===== src/rtl/mcu_multi_cycle.sv =====
// Multi-cycle microcontroller core: FETCH/DECODE/EXEC/MEM/WB sequencer with
// req/ack instruction and data ports, a 16-entry register file and a retire counter.
module mcu_multi_cycle #(
  parameter int unsigned     DATA_W   = 16,
  parameter int unsigned     PC_W     = 16,
  parameter logic [PC_W-1:0] RESET_PC = {PC_W{1'b0}}
) (
  input  logic              clk,
  input  logic              nClear,
  output logic              imem_req,
  output logic [PC_W-1:0]   imem_addr,
  input  logic [15:0]       imem_rdata,
  input  logic              imem_ack,
  output logic              dmem_req,
  output logic              dmem_we,
  output logic [DATA_W-1:0] dmem_addr,
  output logic [DATA_W-1:0] dmem_wdata,
  input  logic [DATA_W-1:0] dmem_rdata,
  input  logic              dmem_ack,
  input  logic [3:0]        dbg_raddr,
  output logic [DATA_W-1:0] dbg_rdata,
  output logic [15:0]       instr_out,
  output logic [PC_W-1:0]   pc_out,
  output logic              halted,
  output logic [2:0]        state_out,
  output logic [31:0]       retired
);

  typedef enum logic [2:0] {
    ST_FETCH  = 3'd0,
    ST_DECODE = 3'd1,
    ST_EXEC   = 3'd2,
    ST_MEM    = 3'd3,
    ST_WB     = 3'd4,
    ST_HALT   = 3'd5
  } state_t;

  localparam logic [3:0] OP_ADD  = 4'h0;
  localparam logic [3:0] OP_SUB  = 4'h1;
  localparam logic [3:0] OP_AND  = 4'h2;
  localparam logic [3:0] OP_OR   = 4'h3;
  localparam logic [3:0] OP_SLT  = 4'h4;
  localparam logic [3:0] OP_ADDI = 4'h5;
  localparam logic [3:0] OP_LW   = 4'h6;
  localparam logic [3:0] OP_SW   = 4'h7;
  localparam logic [3:0] OP_BEQ  = 4'h8;
  localparam logic [3:0] OP_JMP  = 4'h9;
  localparam logic [3:0] OP_HALT = 4'hA;

  localparam logic [PC_W-1:0]   PC_ONE    = {{(PC_W-1){1'b0}}, 1'b1};
  localparam logic [DATA_W-1:0] DATA_ONE  = {{(DATA_W-1){1'b0}}, 1'b1};
  localparam logic [DATA_W-1:0] DATA_ZERO = {DATA_W{1'b0}};

  state_t              state_r;
  logic [PC_W-1:0]     pc_r;
  logic [15:0]         ir_r;
  logic [DATA_W-1:0]   a_r;
  logic [DATA_W-1:0]   b_r;
  logic [DATA_W-1:0]   res_r;
  logic [DATA_W-1:0]   addr_r;
  logic [DATA_W-1:0]   rf_r [16];
  logic [31:0]         retired_r;
  logic                halted_r;
  logic                imem_req_r;
  logic                dmem_req_r;
  logic                dmem_we_r;

  logic [3:0]          op_s;
  logic [3:0]          rs_s;
  logic [3:0]          rt_s;
  logic [3:0]          rd_s;
  logic [3:0]          wb_idx_s;
  logic [DATA_W-1:0]   imm_d_s;
  logic [PC_W-1:0]     imm_p_s;
  logic [DATA_W-1:0]   alu_s;

  // Field decode and ALU; LW/SW/ADDI share the A+imm adder through the default arm.
  always_comb begin
    op_s     = ir_r[15:12];
    rs_s     = ir_r[11:8];
    rt_s     = ir_r[7:4];
    rd_s     = ir_r[3:0];
    imm_d_s  = {{(DATA_W-4){ir_r[3]}}, ir_r[3:0]};
    imm_p_s  = {{(PC_W-4){ir_r[3]}}, ir_r[3:0]};
    wb_idx_s = ((op_s == OP_ADDI) || (op_s == OP_LW)) ? rt_s : rd_s;
    alu_s    = a_r + imm_d_s;
    case (op_s)
      OP_ADD:  alu_s = a_r + b_r;
      OP_SUB:  alu_s = a_r - b_r;
      OP_AND:  alu_s = a_r & b_r;
      OP_OR:   alu_s = a_r | b_r;
      OP_SLT:  alu_s = ($signed(a_r) < $signed(b_r)) ? DATA_ONE : DATA_ZERO;
      default: alu_s = a_r + imm_d_s;
    endcase
  end

  // Sequencer, datapath registers and register file.
  always_ff @(posedge clk or negedge nClear) begin
    if (!nClear) begin
      state_r    <= ST_FETCH;
      pc_r       <= RESET_PC;
      ir_r       <= 16'h0000;
      a_r        <= DATA_ZERO;
      b_r        <= DATA_ZERO;
      res_r      <= DATA_ZERO;
      addr_r     <= DATA_ZERO;
      retired_r  <= 32'd0;
      halted_r   <= 1'b0;
      imem_req_r <= 1'b0;
      dmem_req_r <= 1'b0;
      dmem_we_r  <= 1'b0;
      for (int i = 0; i < 16; i++) rf_r[i] <= DATA_ZERO;
    end else begin
      case (state_r)
        ST_FETCH: begin
          // Request rises one cycle after reset release; an ack seen while req is low is ignored.
          if (imem_req_r && imem_ack) begin
            ir_r       <= imem_rdata;
            pc_r       <= pc_r + PC_ONE;
            imem_req_r <= 1'b0;
            state_r    <= ST_DECODE;
          end else begin
            imem_req_r <= 1'b1;
          end
        end
        ST_DECODE: begin
          a_r     <= rf_r[rs_s];
          b_r     <= rf_r[rt_s];
          state_r <= ST_DECODE == ST_DECODE ? ST_EXEC : ST_EXEC;
        end
        ST_EXEC: begin
          res_r  <= alu_s;
          addr_r <= alu_s;
          case (op_s)
            OP_ADD, OP_SUB, OP_AND, OP_OR, OP_SLT, OP_ADDI: state_r <= ST_WB;
            OP_LW, OP_SW: begin
              dmem_req_r <= 1'b1;
              dmem_we_r  <= (op_s == OP_SW);
              state_r    <= ST_MEM;
            end
            OP_HALT: begin
              halted_r  <= 1'b1;
              retired_r <= retired_r + 32'd1;
              state_r   <= ST_HALT;
            end
            default: begin
              if (op_s == OP_BEQ) begin
                if (a_r == b_r) pc_r <= pc_r + imm_p_s;
              end else if (op_s == OP_JMP) begin
                pc_r <= {pc_r[PC_W-1:12], ir_r[11:0]};
              end
              imem_req_r <= 1'b1;
              retired_r  <= retired_r + 32'd1;
              state_r    <= ST_FETCH;
            end
          endcase
        end
        ST_MEM: begin
          if (dmem_req_r && dmem_ack) begin
            dmem_req_r <= 1'b0;
            dmem_we_r  <= 1'b0;
            if (op_s == OP_LW) begin
              res_r   <= dmem_rdata;
              state_r <= ST_WB;
            end else begin
              imem_req_r <= 1'b1;
              retired_r  <= retired_r + 32'd1;
              state_r    <= ST_FETCH;
            end
          end
        end
        ST_WB: begin
          if (wb_idx_s != 4'd0) rf_r[wb_idx_s] <= res_r;
          imem_req_r <= 1'b1;
          retired_r  <= retired_r + 32'd1;
          state_r    <= ST_FETCH;
        end
        ST_HALT: state_r <= ST_HALT;
        default: begin
          imem_req_r <= 1'b0;
          dmem_req_r <= 1'b0;
          dmem_we_r  <= 1'b0;
          state_r    <= ST_FETCH;
        end
      endcase
    end
  end

  assign imem_req   = imem_req_r;
  assign imem_addr  = pc_r;
  assign dmem_req   = dmem_req_r;
  assign dmem_we    = dmem_we_r;
  assign dmem_addr  = addr_r;
  assign dmem_wdata = b_r;
  assign dbg_rdata  = (dbg_raddr == 4'd0) ? DATA_ZERO : rf_r[dbg_raddr];
  assign instr_out  = ir_r;
  assign pc_out     = pc_r;
  assign halted     = halted_r;
  assign state_out  = state_r;
  assign retired    = retired_r;

endmodule

===== config.mk =====
export PLATFORM = sky130hd
export DESIGN_NAME = mcu_multi_cycle
export DESIGN_NICKNAME = d
export VERILOG_FILES = /design/src/rtl/mcu_multi_cycle.sv
export SDC_FILE = /design/constraint.sdc
export NUM_CORES = 1
export LEC_CHECK = 0
export BUFFER_PORTS_ARGS = -buffer_cell sky130_fd_sc_hd__buf_2
export CAP_MARGIN = 10
export CORE_MARGIN = 2
export CORE_UTILIZATION = 40
export CTS_BUF_LIST = sky130_fd_sc_hd__clkbuf_16
export DETAILED_ROUTE_END_ITERATION = 10
export PLACE_DENSITY = 0.57
export SKIP_CTS_REPAIR_TIMING = 1
export SLEW_MARGIN = 20
export SYNTH_ARGS = -nofsm -noshare
export SYNTH_HDL_FRONTEND = slang
export SYNTH_SLANG_ARGS = --single-unit

===== constraint.sdc =====
create_clock -name clk -period 4.7 [get_ports clk]
set_clock_uncertainty 0.15 [all_clocks]
set_input_delay 0.94 -clock clk [delete_from_list [all_inputs] [get_ports clk]]
set_output_delay 0.94 -clock clk [all_outputs]
set_load 0.01 [all_outputs]

==> results_dict.tcl <==
set metrics [dict create \
    fmax_mhz 245.8 \
    setup_viol 0 \
    post-place-ws_ps 635.6 \
    worstRegToRegCells 12 \
    clock_sinks 391 \
    status "finished clean" \
    end_kind "output port" \
    hold_depth 0 \
    wire_per_inst_um 25.14 \
    yosys_most_used_dff "dfrtp_1" \
    die-area_um2 64230 \
    timing.setup.tns_ps 0 \
    die_w_um 253.4 \
    power_switching_mw 8.566 \
    synthAdderAreaFrac_pct 4.263 \
    peakVddDrop_v 0.0004721 \
    synth_top_area_share_pct 39.31 \
    clock_path_buffers 3 \
    drive_gt1_share_pct 37.16 \
    multi_input_area_um2 14140 \
    dr_total_vias 18110 \
    ant_nets 0 \
    switching_share_pct 42.79 \
    antenna_found_initial 1 \
    maxSlewHeadroom_pct 28.29 \
    cap_violations 0 \
    routed_via_density 6.008 \
    hold_path.class "flip-flop to flip-flop" \
    placed_area_um2 26560 \
    ys_seq_elements 391 \
    worstMarginPinSlew_ps 1076 \
    synth_top_family_by_area "multiplexers" \
    ios 175 \
    min_period_over_period_pct 86.56 \
    async_flop_share_pct 100.0 \
    netlist.top_cell.by_area "dfrtp_1" \
    synth_edf_count 0 \
    synth_xor_area_share_pct 2.182 \
    synth-seq-area-share_pct 39.31 \
    avgSynthCellArea_um2 12.22 \
    start_util_pct 40.40 \
    rows 91 \
    rsz0062_at_grt "no" \
    leakage_nw 12.77 \
    cpLargestDelayFamily "buffers and inverters" \
    yosys.area_share.simple_pct 9.371 \
    pwr-share-clk_pct 21.2 \
    internal-power_mw 11.45 \
    synthesis.area_um2 24890 \
    slowest_delay_ps 470 \
    grt_overflow 0 \
    grt_max_degree 117 \
    clockRootBuffer "clkbuf_16" \
    hold_viol_final 0 \
    synth.distinct_cells 78 \
    hpwl_mm 50.68 \
    crit_path_start_kind "input port" \
    path_depth 6 \
    clk_pin_slew_worst_paths_ps 50 \
    critPathSlowestCell "mux4_2" \
    worst_slack_ps 631.8 \
    coreArea_um2 61600 \
    drtPass1Iterations 5 \
    post-route-drc-count 0 \
    synth-compound-area-share_pct 7.752 \
    grt_pass1_wl_mm 115.8 \
    dieHeight_um 253.4 \
    htree_levels 2 \
    layout.nets 2261 \
    grt_pass1_vias 18380 \
    port_buffers 174 \
    gp_congestion 0.9503 \
    power_frac_seq_pct 30.6 \
    area_delta_synth_final_pct 13.96 \
    final_area_um2 28360 \
    synth_area_leaders "dfrtp_1, mux4_2, mux2_2, ha_1, nand2_1" \
    utilization_pct 46.04 \
    drt_iter0_drc 1774 \
    cp.arrival_ps 2980 \
    cts_inserted_buffers 47 \
    routed_wl_mm 75.79 \
    clock_latency_ps 610 \
    crit_buf_inv 3 \
    comb_power_share_pct 48.2 \
    synth_mux_area_share_pct 33.05 \
    synth_cells 2036 \
    grt_usage_pct 23.82 \
    nFillCells 5523 \
    crit_fanout 22 \
    ys_warn_count 0 \
    crit_type "input port to output port" \
    power_density_nw_per_um2 705.8 \
    syn_nets 2159 \
    antenna_cells 0 \
    path_cells "buf_2 -> buf_4 -> mux4_2 -> mux4_2 -> nor2b_1 -> buf_2" \
    cts_tree "yes" \
    min_period_ps 4068 \
    slew_viol_final 0 \
    seq_area_um2 9796 \
    required_ps 3610 \
]
[synth_stat cells (all sizes together), types with 6 or more instances]
cell type / number
a211oi: 16
a21o: 13
a21oi: 66
a221oi: 7
a31oi: 17
and2: 8
and3: 17
buf: 72
clkbuf: 99
dfrtp: 391
ha: 80
inv: 54
mux2: 245
mux2i: 6
mux4: 240
nand2: 215
nand2b: 18
nand3: 39
nand3b: 7
nand4: 13
nor2: 68
nor2b: 27
nor3: 21
nor3b: 6
nor4: 11
o211ai: 13
o21a: 9
o21ai: 114
o22ai: 10
o31ai: 6
or3: 10
xnor2: 39
xor2: 23
[worst paths after layout]
kind	start	end	slack, ps
worst max-delay path	dbg_raddr[1]	dbg_rdata[6]	630
worst min-delay path	rf_r[240]	rf_r[240]	260
worst min register to register	rf_r[240]	rf_r[240]	260
worst max register to register	instr_out[12]	res_r[9]	800
max in group asynchronous	nClear	res_r[12]	2950
min in group asynchronous	nClear	imem_addr[14]	280
[state kept, by name, summed over array words and instances (netlist names)]
register    count
rf_r          256
retired        32
a_r            16
dmem_addr      16
dmem_wdata     16
imem_addr      16
instr_out      16
res_r          16
state_out       3
dmem_req        1
dmem_we         1
halted          1
imem_req        1
[per-stage QoR]
stage | std cells | hold WS [ps] | total power, mW
floorplan | 2036 | 308.0 | 12.50
global placement | 2926 | 245.1 | 15.57
detailed placement | 2926 | 253.5 | 15.71
CTS | 3014 | 264.0 | 20.06
global route | 3014 | 273.6 | 21.24
finish | 3014 | 263.7 | 20.02
[power groups by stage]
stage	Clock (mW)	Combinational (mW)	Sequential, mW
after floorplan	0	7.18	5.32
after global placement	0	9.49	6.08
after detailed placement	0	9.57	6.15
after CTS	4.35	9.61	6.10
after global routing	4.49	10.4	6.31
final	4.25	9.65	6.12
[per-layer routing]
layer	GRT usage, %	wire [um]
met2	37.58	35330
met3	4.030	5100
met5	0	0
met1	33.34	32950
met4	8.098	2401
[cells by family after synthesis]
logic type / count (synthesis)
mux: 491
buf+inv: 225
simple gates: 474
flops: 391
xor+xnor: 62
fa+ha+maj: 83
compound gates: 310
[cell usage in the layout, fill, tap and decap left out, types with 14 or more instances in the layout]
cell	count
nor2_1	64
mux2_1	14
nor3_1	18
a211oi_1	16
ha_1	80
buf_2	172
a21oi_1	65
and3_1	17
o21ai_0	106
nand2_1	208
mux4_2	240
nand2b_1	16
nand3_1	39
nor2b_1	25
bufinv_16	16
a31oi_1	15
inv_1	60
buf_4	42
clkbuf_16	47
xor2_1	23
mux2_2	231
dfrtp_1	386
xnor2_1	39
[worst reg2reg max path: cells and delay by family, from the launching register on]
family          cells  cell delay, ps
xor+xnor            1             140
simple gates        4             790
flops               1             550
fa+ha+maj           1             260
compound gates      5            1610
buf+inv             1             280
[area by class of cell]
class,count,area share [%]
clock buffers,47,4.147
multi-input cells,1420,49.87
well taps,837,3.693
inverters,54,0.7147
clock inverters,41,2.201
flip-flops and latches,391,34.54
repair buffers,224,4.835
(Power assumes the default switching activity.)
